**src/rtl/float_add_pipe_if.sv**
```systemverilog
// Operand/result handshake bundle for float_add_pipe.
// The slave modport is the adder side; the master modport is the producer/consumer side.
interface float_add_pipe_if #(
  parameter int unsigned EXP_W = 8,
  parameter int unsigned MAN_W = 23
);
  localparam int unsigned Width = 1 + EXP_W + MAN_W;

  logic             in_valid;
  logic             in_ready;
  logic [Width-1:0] a;
  logic [Width-1:0] b;
  logic             sub;
  logic             out_valid;
  logic             out_ready;
  logic [Width-1:0] out;
  logic [3:0]       flags;

  modport master (
    output in_valid, a, b, sub, out_ready,
    input  in_ready, out_valid, out, flags
  );

  modport slave (
    input  in_valid, a, b, sub, out_ready,
    output in_ready, out_valid, out, flags
  );
endinterface

```
**src/rtl/float_add_pipe.sv**
```systemverilog
// Pipelined IEEE-754-style adder/subtractor: capture, unpack/align, add, normalise, round/pack.
// One result per cycle; every stage holds while a presented result is not taken.
module float_add_pipe #(
  parameter int unsigned EXP_W = 8,
  parameter int unsigned MAN_W = 23
) (
  input logic             clk,
  input logic             rst_n,
  float_add_pipe_if.slave bus
);
  localparam int unsigned Width = 1 + EXP_W + MAN_W;
  localparam int unsigned MantW = MAN_W + 4;  // hidden + fraction + guard/round/sticky
  localparam int unsigned LzcW  = $clog2(MantW + 1);

  localparam logic [Width-1:0] QNaN = {1'b0, {EXP_W{1'b1}}, 1'b1, {(MAN_W - 1){1'b0}}};

  typedef struct packed {
    logic             spec;
    logic [Width-1:0] spec_val;
    logic [3:0]       spec_flags;
    logic             sign;
    logic             zero_sign;
  } ctl_t;

  typedef struct packed {
    ctl_t             ctl;
    logic             eff_sub;
    logic [EXP_W-1:0] exp;
    logic [MantW-1:0] ma;
    logic [MantW-1:0] mb;
  } s1_t;

  typedef struct packed {
    ctl_t             ctl;
    logic [EXP_W-1:0] exp;
    logic [MantW:0]   sum;
  } s2_t;

  typedef struct packed {
    ctl_t             ctl;
    logic             zero;
    logic [EXP_W:0]   exp;
    logic [MantW-1:0] m;
  } s3_t;

  logic [4:0]       valid_q;
  logic [Width-1:0] a_q, b_q;
  logic             sub_q;
  s1_t              s1_d, s1_q;
  s2_t              s2_d, s2_q;
  s3_t              s3_d, s3_q;
  logic [Width-1:0] out_d, out_q;
  logic [3:0]       flags_d, flags_q;
  logic             adv;

  assign adv           = bus.out_ready | ~valid_q[4];
  assign bus.in_ready  = adv;
  assign bus.out_valid = valid_q[4];
  assign bus.out       = out_q;
  assign bus.flags     = flags_q;

  // Unpack / align
  logic               sa, sb, a_nan, b_nan, a_snan, b_snan, a_inf, b_inf, a_ge_b;
  logic [EXP_W-1:0]   ea, eb, ea_eff, eb_eff, diff;
  logic [MAN_W-1:0]   fa, fb;
  logic [MAN_W:0]     mant_l, mant_s;
  logic [LzcW-1:0]    shamt;
  logic [2*MantW-1:0] wide;

  assign sa     = a_q[Width-1];
  assign sb     = b_q[Width-1] ^ sub_q;
  assign ea     = a_q[Width-2 -: EXP_W];
  assign eb     = b_q[Width-2 -: EXP_W];
  assign fa     = a_q[MAN_W-1:0];
  assign fb     = b_q[MAN_W-1:0];
  assign a_nan  = (&ea) & (|fa);
  assign b_nan  = (&eb) & (|fb);
  assign a_snan = a_nan & ~fa[MAN_W-1];
  assign b_snan = b_nan & ~fb[MAN_W-1];
  assign a_inf  = (&ea) & ~(|fa);
  assign b_inf  = (&eb) & ~(|fb);
  assign a_ge_b = a_q[Width-2:0] >= b_q[Width-2:0];
  assign ea_eff = (ea == '0) ? EXP_W'(1) : ea;
  assign eb_eff = (eb == '0) ? EXP_W'(1) : eb;
  assign mant_l = a_ge_b ? {|ea, fa} : {|eb, fb};
  assign mant_s = a_ge_b ? {|eb, fb} : {|ea, fa};
  assign diff   = a_ge_b ? (ea_eff - eb_eff) : (eb_eff - ea_eff);
  assign shamt  = (32'(diff) >= MantW) ? LzcW'(MantW) : LzcW'(diff);
  // Lower half of the wide shift collects everything pushed past the sticky position.
  assign wide   = {mant_s, 3'b000, {MantW{1'b0}}} >> shamt;

  always_comb begin
    s1_d               = '0;
    s1_d.ctl.sign      = a_ge_b ? sa : sb;
    s1_d.ctl.zero_sign = sa & sb;
    s1_d.eff_sub       = sa ^ sb;
    s1_d.exp           = a_ge_b ? ea_eff : eb_eff;
    s1_d.ma            = {mant_l, 3'b000};
    s1_d.mb            = {wide[2*MantW-1:MantW+1], wide[MantW] | (|wide[MantW-1:0])};
    if (a_nan || b_nan) begin
      s1_d.ctl.spec       = 1'b1;
      s1_d.ctl.spec_val   = QNaN;
      s1_d.ctl.spec_flags = {a_snan | b_snan, 3'b000};
    end else if (a_inf && b_inf && (sa != sb)) begin
      s1_d.ctl.spec       = 1'b1;
      s1_d.ctl.spec_val   = QNaN;
      s1_d.ctl.spec_flags = 4'b1000;
    end else if (a_inf) begin
      s1_d.ctl.spec     = 1'b1;
      s1_d.ctl.spec_val = {sa, {EXP_W{1'b1}}, {MAN_W{1'b0}}};
    end else if (b_inf) begin
      s1_d.ctl.spec     = 1'b1;
      s1_d.ctl.spec_val = {sb, {EXP_W{1'b1}}, {MAN_W{1'b0}}};
    end
  end

  // Add; operands are ordered so the difference never goes negative
  always_comb begin
    s2_d.ctl = s1_q.ctl;
    s2_d.exp = s1_q.exp;
    s2_d.sum = s1_q.eff_sub ? ({1'b0, s1_q.ma} - {1'b0, s1_q.mb})
                            : ({1'b0, s1_q.ma} + {1'b0, s1_q.mb});
  end

  // Normalise
  function automatic logic [LzcW-1:0] lzc(input logic [MantW-1:0] v);
    lzc = LzcW'(MantW);
    for (int i = 0; i < int'(MantW); i++) begin
      if (v[i]) lzc = LzcW'(int'(MantW) - 1 - i);
    end
  endfunction

  logic [LzcW-1:0]  lz;
  logic [EXP_W-1:0] exp_room, norm_sh;

  assign lz       = lzc(s2_q.sum[MantW-1:0]);
  assign exp_room = s2_q.exp - EXP_W'(1);
  // Stopping at exponent 1 leaves the hidden bit clear, which packs as a subnormal.
  assign norm_sh  = (32'(lz) > 32'(exp_room)) ? exp_room : EXP_W'(lz);

  always_comb begin
    s3_d.ctl  = s2_q.ctl;
    s3_d.zero = ~(|s2_q.sum);
    if (s2_q.sum[MantW]) begin
      s3_d.m   = {s2_q.sum[MantW:2], |s2_q.sum[1:0]};
      s3_d.exp = {1'b0, s2_q.exp} + (EXP_W + 1)'(1);
    end else begin
      s3_d.m   = s2_q.sum[MantW-1:0] << norm_sh;
      s3_d.exp = {1'b0, s2_q.exp} - {1'b0, norm_sh};
    end
  end

  // Round to nearest even and pack
  logic [MAN_W:0]   keep;
  logic [MAN_W+1:0] rounded;
  logic [MAN_W-1:0] frac_r;
  logic [EXP_W:0]   exp_r;
  logic             rnd_up, inexact;

  always_comb begin
    keep    = s3_q.m[MantW-1:3];
    inexact = |s3_q.m[2:0];
    rnd_up  = s3_q.m[2] & (s3_q.m[1] | s3_q.m[0] | keep[0]);
    rounded = {1'b0, keep} + (MAN_W + 2)'(rnd_up);
    frac_r  = rounded[MAN_W+1] ? rounded[MAN_W:1] : rounded[MAN_W-1:0];
    if (rounded[MAN_W+1]) begin
      exp_r = s3_q.exp + (EXP_W + 1)'(1);
    end else if (rounded[MAN_W]) begin
      exp_r = s3_q.exp;
    end else begin
      exp_r = '0;
    end
    out_d   = {s3_q.ctl.sign, exp_r[EXP_W-1:0], frac_r};
    flags_d = {2'b00, (exp_r == '0) & inexact, inexact};
    if (exp_r >= {1'b0, {EXP_W{1'b1}}}) begin
      out_d   = {s3_q.ctl.sign, {EXP_W{1'b1}}, {MAN_W{1'b0}}};
      flags_d = 4'b0101;
    end
    if (s3_q.zero) begin
      out_d   = {s3_q.ctl.zero_sign, {(Width - 1){1'b0}}};
      flags_d = 4'b0000;
    end
    if (s3_q.ctl.spec) begin
      out_d   = s3_q.ctl.spec_val;
      flags_d = s3_q.ctl.spec_flags;
    end
  end

  always_ff @(posedge clk or negedge rst_n) begin
    if (!rst_n) begin
      valid_q <= '0;
      a_q     <= '0;
      b_q     <= '0;
      sub_q   <= 1'b0;
      s1_q    <= '0;
      s2_q    <= '0;
      s3_q    <= '0;
      out_q   <= '0;
      flags_q <= '0;
    end else if (adv) begin
      valid_q <= {valid_q[3:0], bus.in_valid};
      a_q     <= bus.a;
      b_q     <= bus.b;
      sub_q   <= bus.sub;
      s1_q    <= s1_d;
      s2_q    <= s2_d;
      s3_q    <= s3_d;
      out_q   <= out_d;
      flags_q <= flags_d;
    end
  end
endmodule

```
**src/flat_wrapper.sv**
```systemverilog
// flat-port wrapper written by rule: the top's interface ports become plain ports
module float_add_pipe_flat 
#(
  parameter int unsigned EXP_W = 8,
  parameter int unsigned MAN_W = 23
)
  (clk, rst_n, bus_in_valid, bus_a, bus_b, bus_sub, bus_out_ready, bus_in_ready, bus_out_valid, bus_out, bus_flags);
  float_add_pipe_if #(.EXP_W(EXP_W), .MAN_W(MAN_W)) bus_i ();
  input logic clk;
  input logic rst_n;
  input wire logic [$bits(bus_i.in_valid)-1:0] bus_in_valid;
  input wire logic [$bits(bus_i.a)-1:0] bus_a;
  input wire logic [$bits(bus_i.b)-1:0] bus_b;
  input wire logic [$bits(bus_i.sub)-1:0] bus_sub;
  input wire logic [$bits(bus_i.out_ready)-1:0] bus_out_ready;
  output wire logic [$bits(bus_i.in_ready)-1:0] bus_in_ready;
  output wire logic [$bits(bus_i.out_valid)-1:0] bus_out_valid;
  output wire logic [$bits(bus_i.out)-1:0] bus_out;
  output wire logic [$bits(bus_i.flags)-1:0] bus_flags;
  assign bus_i.in_valid = bus_in_valid;
  assign bus_i.a = bus_a;
  assign bus_i.b = bus_b;
  assign bus_i.sub = bus_sub;
  assign bus_i.out_ready = bus_out_ready;
  assign bus_in_ready = bus_i.in_ready;
  assign bus_out_valid = bus_i.out_valid;
  assign bus_out = bus_i.out;
  assign bus_flags = bus_i.flags;
  float_add_pipe #(.EXP_W(EXP_W), .MAN_W(MAN_W)) u_core (.clk(clk), .rst_n(rst_n), .bus(bus_i));
endmodule
```
**config.mk**
```make
export PLATFORM = sky130hd
export DESIGN_NAME = float_add_pipe_flat
export DESIGN_NICKNAME = d
export VERILOG_FILES = /design/src/rtl/float_add_pipe_if.sv /design/src/rtl/float_add_pipe.sv /design/src/flat_wrapper.sv
export SDC_FILE = /design/constraint.sdc
export NUM_CORES = 1
export LEC_CHECK = 0
export BUFFER_PORTS_ARGS = -buffer_cell sky130_fd_sc_hd__buf_2
export CAP_MARGIN = 20
export CORE_MARGIN = 1
export CORE_UTILIZATION = 29
export CTS_CLUSTER_SIZE = 16
export DETAILED_ROUTE_END_ITERATION = 10
export GPL_TIMING_DRIVEN = 0
export HOLD_SLACK_MARGIN = 0.02
export PLACE_DENSITY = 0.52
export SETUP_SLACK_MARGIN = 0.5
export SLEW_MARGIN = 20
export SYNTH_ARGS = -nofsm -noshare
export SYNTH_HDL_FRONTEND = slang
export SYNTH_SLANG_ARGS = --single-unit
export TNS_END_PERCENT = 50
```
**constraint.sdc**
```tcl
create_clock -name clk -period 7.25 [get_ports clk]
set_input_delay 0.3625 -clock clk [delete_from_list [all_inputs] [get_ports clk]]
set_output_delay 0.3625 -clock clk [all_outputs]
set_load 0.02 [all_outputs]
```
# Word level (Yosys, flattened, before mapping)
# Index checks and enable logic that the tools add are counted.
# word_totals
output_inout_bits,38
in_bits,69
reg_bits,356
word_cells,136
# op_classes
n_lt_le_gt_ge,4
n_addsub,9
n_shift,2
reduce_logical,16
bitwise_logic,22
mux,52
eq_ne,1
# op_table
operator,count
two-way mux 33 bit,3
two-way mux 5 bit,17
two-way mux 32 bit,2
>> shifter 54 x 5 -> 54 bit,1
two-way mux 24 bit,2
OR reduction 23 bit,2
two-way mux 4 bit,10
two-way mux 8 bit,5
two-way mux 37 bit,1
two-way mux 36 bit,1
>= comparator 31 bit,1
two-way mux 31 bit,1
adder 27 x 27 -> 28 bit,1
two-way mux 28 bit,1
OR reduction 28 bit,1
subtractor 27 x 27 -> 28 bit,1
OR reduction 27 bit,1
left shift 27 x 8 -> 27 bit,1
adder 24 x 1 -> 25 bit,1
two-way mux 23 bit,1
two-way mux 9 bit,2
logical NOT 8 bit,2
AND reduction 8 bit,2
OR reduction 8 bit,2
other kinds (21),44

# Logic depth before layout (Yosys ltp)
# logic_depth
word_depth,31
depth_mapped,34
mapped_depth_nobuf,30

# Worst setup path before layout
# Ideal clock, no wire load.
# synth_path
path_kind,reg-to-reg
start,reg u_core.s2_q[5] (netlist bit)
end,reg u_core.s3_q[35] (netlist bit)
t_arrival_ps,5615
required_time_ps,7117
path_buffers,4
setup_slack_ps,1501
stages_incl_launch_ff,33
period_less_slack_ps,5749
setup_ps,133
cell_sequence,dfrtp_1 > clkbuf_1 > nor2_1 > o31ai_1 > a21boi_0 > o31ai_1 > a211oi_1 > o31ai_1 > a211o_1 > inv_1 > ha_1 > and4_1 > nand2_1 > nand4b_1 > a2111oi_0 > clkbuf_1 > mux2_2 > clkbuf_1 > buf_2 > inv_2 > ha_1 > xnor2_1 > nor2_1 > ha_1 > a21oi_1 > o21ai_0 > and2_1 > o21ai_0 > nand2b_1 > a21o_1 > a21oi_1 > xor2_1 > o21ai_0
# synth_between
elab_chain_cells,26
# synth_rtl
item,line,source
"start, declared",float_add_pipe.sv:50,"s2_t s2_d, s2_q;"
"start signal, assigned",float_add_pipe.sv:196,s2_q <= '0;
"start signal, assigned",float_add_pipe.sv:206,s2_q <= s2_d;
two-way mux 4 bit * (6 in series),float_add_pipe.sv:129,if (v[i]) lzc = LzcW'(int'(MantW) - 1 - i);
two-way mux 5 bit * (16 in series),float_add_pipe.sv:129,
> comparator 5 x 8 -> 1 bit,float_add_pipe.sv:139,assign norm_sh = (32'(lz) > 32'(exp_room)) ? exp_room : EXP_W'(lz);
two-way mux 8 bit *,float_add_pipe.sv:139,
subtractor 8 x 8 -> 9 bit *,float_add_pipe.sv:149,"s3_d.exp = {1'b0, s2_q.exp} - {1'b0, norm_sh};"
two-way mux 36 bit *,float_add_pipe.sv:144,if (s2_q.sum[MantW]) begin
"end signal, assigned",float_add_pipe.sv:197,s3_q <= '0;
"end signal, assigned",float_add_pipe.sv:207,s3_q <= s3_d;
"end, declared",float_add_pipe.sv:51,"s3_t s3_d, s3_q;"
# Mark *: on every way between the ends. The rest lies on a longest branch, timed or not.
# A chain may end at the register's enable or synchronous reset.

# Worst setup path after layout
# layout_path
start,reg u_core.s2_q[7] (netlist bit)
end,reg u_core.s3_q[35] (netlist bit)
# layout_between
elab_chain_cells,24
# layout_rtl
item,line
two-way mux 4 bit * (4 in series),float_add_pipe.sv:129
two-way mux 5 bit * (16 in series),float_add_pipe.sv:129
> comparator 5 x 8 -> 1 bit,float_add_pipe.sv:139
two-way mux 8 bit *,float_add_pipe.sv:139
subtractor 8 x 8 -> 9 bit *,float_add_pipe.sv:149
two-way mux 36 bit *,float_add_pipe.sv:144
# Marked as above.

==> results.py <==
metrics = {
    "synthesis": {
        "synth_area_sq_um": 18600,
        "synth_seq_cells": 257,
        "synth_edf_count": 0,
        "yosysUniqueCellTypes": 87,
        "synth_ff_type": "dfrtp_1",
        "synth_warnings": 0,
        "syn_area_per_cell_sq_um": 7.86,
        "ys_seq_area_share_pct": 34.6,
        "synth_cells": 2366,
        "syn-num-nets": 2551,
        "ys_async_sr_fraction_pct": 100,
    },
    "route": {
        "num_vias": 18500,
        "wl_per_cell_um": 20.7,
        "drtIter0Drc": 1343,
        "finalWirelength_um": 71300,
        "ant_nets": 0,
        "vias_per_cell": 5.37,
        "drc_errors": 0,
        "dr.pass1.iters": 5,
    },
    "grt": {
        "gr-usage-met1_pct": 28.6,
        "top_usage_layer": "met2",
        "met2_usage_pct": 36.5,
        "grtUsageTotal_pct": 21.6,
        "antenna_found_initial": 0,
        "grt_pass1_vias": 18400,
        "use_met3_pct": 2.15,
        "grt_max_degree": 70,
        "grt_pass1_wl_um": 111000,
        "grt_overflow": 0,
    },
    "critical_path": {
        "endpoint_kind": "flip-flop",
        "critPathTopFamily": "compound AO/OA/AOI/OAI gates",
        "path_class": "reg2reg",
        "ff2ff_path_depth": 30,
        "worst_setup_path_start_kind": "flip-flop",
        "reg2reg_slack_ns": 0.93,
        "path_buf_inv": 5,
        "r2r-start": "u_core.s2_q[7]",
        "cp.arrival_ns": 6.77,
        "slowest_delay_ns": 0.55,
        "crit_path_top_delay_cell": "dfrtp_1",
        "crit_fanout": 10,
        "worstPathRequired_ns": 7.70,
        "reg2reg_to": "u_core.s3_q[35]",
    },
    "clocking": {
        "cts_made_buffers": 31,
        "cts.clk_slew.worst_paths_ns": 0.06,
        "cts_sinks": 257,
        "cts_tree": "done",
        "clock_latency_ns": 0.61,
        "cts_root_buf": "clkbuf_16",
        "h-tree-depth": 1,
        "clock_path_buffers": 3,
    },
    "place": {
        "dp_cells": 3321,
        "dpl_cell_area_sq_um": 20300,
        "portBuffers": 106,
        "dp_hpwl_um": 55400,
        "gp_congestion": 0.962,
    },
    "timing": {
        "hold_viol": 0,
        "setup_viol": 0,
        "rsz0062_at_grt": "false",
        "final_max_slew_viol_count": 0,
        "fin_skew_ns": 0.0241,
        "fin_crit_sh_pct": 87.2,
        "worstMarginPinSlew_ns": 0.961,
        "finalCriticalPeriod_ns": 6.32,
        "slew_headroom_pct": 35.9,
        "max_freq_mhz": 158,
    },
    "pwr": {
        "power.density_nw_per_um2": 560,
        "p_total_mw": 12.4,
        "ir_drop_mv": 0.267,
        "p_leak_nw": 9.68,
    },
    "job": {
        "max_cap_viol_count": 0,
    },
    "cells_and_area": {
        "final_cell_mix": "nand2_1, dfrtp_1, nor2_1",
        "drive_gt1_share_pct": 9.02,
        "fin_util_pct": 35.0,
        "fin_nets": 2758,
        "diodes": 0,
        "final_common_cell": "nand2_1",
        "stdcell_count": 3440,
        "final_cell_area_sq_um": 22100,
        "areaGrowthSynthToFinish_pct": 18.7,
    },
    "die": {
        "initial_core_util_pct": 29.4,
        "dieArea_sq_um": 65200,
        "die_w_um": 255,
        "ioPinCount": 107,
        "core_area_sq_um": 63200,
        "row_count": 92,
        "die_h_um": 255,
    },
    "outcome": {
        "outcome": "finished, final reports clean",
    },
    "worst_hold_path": {
        "hold_start": "bus_a[28]",
        "hold_end": "u_core.a_q[28]",
        "hold_class": "in2reg",
        "worstHoldPathCells": 3,
    },
}
## how the worst max path moves through the flow
| stage | from | end | slack [ns] | cells after the start |
|---|---|---|---|---|
| after floorplan | u_core.s2_q[5] | u_core.s3_q[35] | 1.50 | 32 |
| after detailed placement | u_core.s2_q[0] | u_core.s3_q[35] | -0.07 | 32 |
| after global routing | u_core.s2_q[1] | u_core.s3_q[35] | 0.51 | 31 |
| final | u_core.s2_q[7] | u_core.s3_q[35] | 0.93 | 30 |
| after global placement | u_core.s2_q[0] | u_core.s3_q[35] | -0.16 | 33 |
| after CTS | u_core.s2_q[5] | u_core.s3_q[35] | 0.54 | 32 |
## tightest hold or removal path, delay by kind of cell
| family | cells | cell delay (ns) |
|---|---|---|
| buffers and inverters | 1 | 0.08 |
| and+or+nand+nor | 1 | 0.09 |
| AOI/OAI and AO/OA | 1 | 0.09 |
## layout make-up
type | instances | area, sq um
Fill cell | 6650 | 41100
Timing Repair Buffer | 174 | 1270
Buffer | 158 | 678
Sequential cell | 257 | 6430
Tap cell | 846 | 1060
Inverter | 124 | 468
Clock buffer | 41 | 883
Multi-Input combinational cell | 1827 | 11100
Clock inverter | 13 | 195
## report_power, final
| group | switching, mW | internal [mW] | leakage [nW] |
|---|---|---|---|
| logic | 5.07 | 2.85 | 6.02 |
| registers | 0.765 | 2.02 | 3.13 |
| clock network | 0.659 | 0.996 | 0.523 |
| total | 6.49 | 5.87 | 9.68 |
## cell usage after synthesis, drive strengths merged (5+ instances only)
cell	n	area, sq um
o21bai	9	67.6
a22oi	21	188
inv	123	462
o31ai	11	82.6
and3	13	81.3
a22o	5	43.8
or3	9	56.3
mux2	16	180
a221oi	25	225
nand2b	18	113
ha	112	1400
nor3	46	235
xnor2	31	272
a31oi	52	325
xor2	29	262
nand4	28	175
o211ai	15	113
o41ai	5	43.8
nand2	479	1800
o21ai	213	1070
a211oi	51	388
nor2	213	807
nor4	24	156
or2	6	37.5
nor3b	6	45.0
nor2b	7	43.8
nand3	36	180
mux2i	83	835
and2	16	103
o22a	9	78.8
buf	29	175
o22ai	18	113
dfrtp	257	6430
a21oi	122	611
a21boi	7	56.3
clkbuf	129	484
o21a	13	97.6
a21o	24	180
## through the flow
step           setup TNS, ns  setup slack (ns)  hold slack (ns)
6_report                   0             0.931           0.0646
3_5_place_dp         -0.0661           -0.0661            0.370
4_1_cts                    0             0.545           0.0203
5_1_grt                    0             0.510           0.0370
3_3_place_gp          -0.157            -0.157            0.452
2_1_floorplan              0              1.50           0.0669
## sequential cells by signal (all words and copies together) (netlist names), 5 cells and up
signal,cells
u_core.keep,24
u_core.s1_q,66
u_core.valid_q,5
u_core.s2_q,42
u_core.b_q,32
u_core.s3_q,19
u_core.a_q,32
u_core.bus.out,32
## cell families after synthesis
family	share of synthesized area, %
adders and majority gates	7.96
and+or+nand+nor	21.3
xor gates and xnor gates	2.86
AOI/OAI and AO/OA	21.7
DFF	34.6
muxes	5.57
buffers and inverters	6.04
## timing repair
| item | in CTS | in global routing |
|---|---|---|
| hold buffers | 64 | 0 |
| setup endpoints to repair | 4 | 4 |
| resized for setup | 7 | 20 |
| setup buffers | 0 | 1 |
| pin swaps | 0 | 1 |
| cloned | 0 | 0 |
| hold endpoints to repair | 122 | 0 |
## routing by layer
metal,vias to the layer above,share of wire [%]
met5,-,0
met3,136,4.7
met1,8974,44
li1,8725,-
met4,0,4.0
met2,639,47
(Power assumes the default switching activity.)
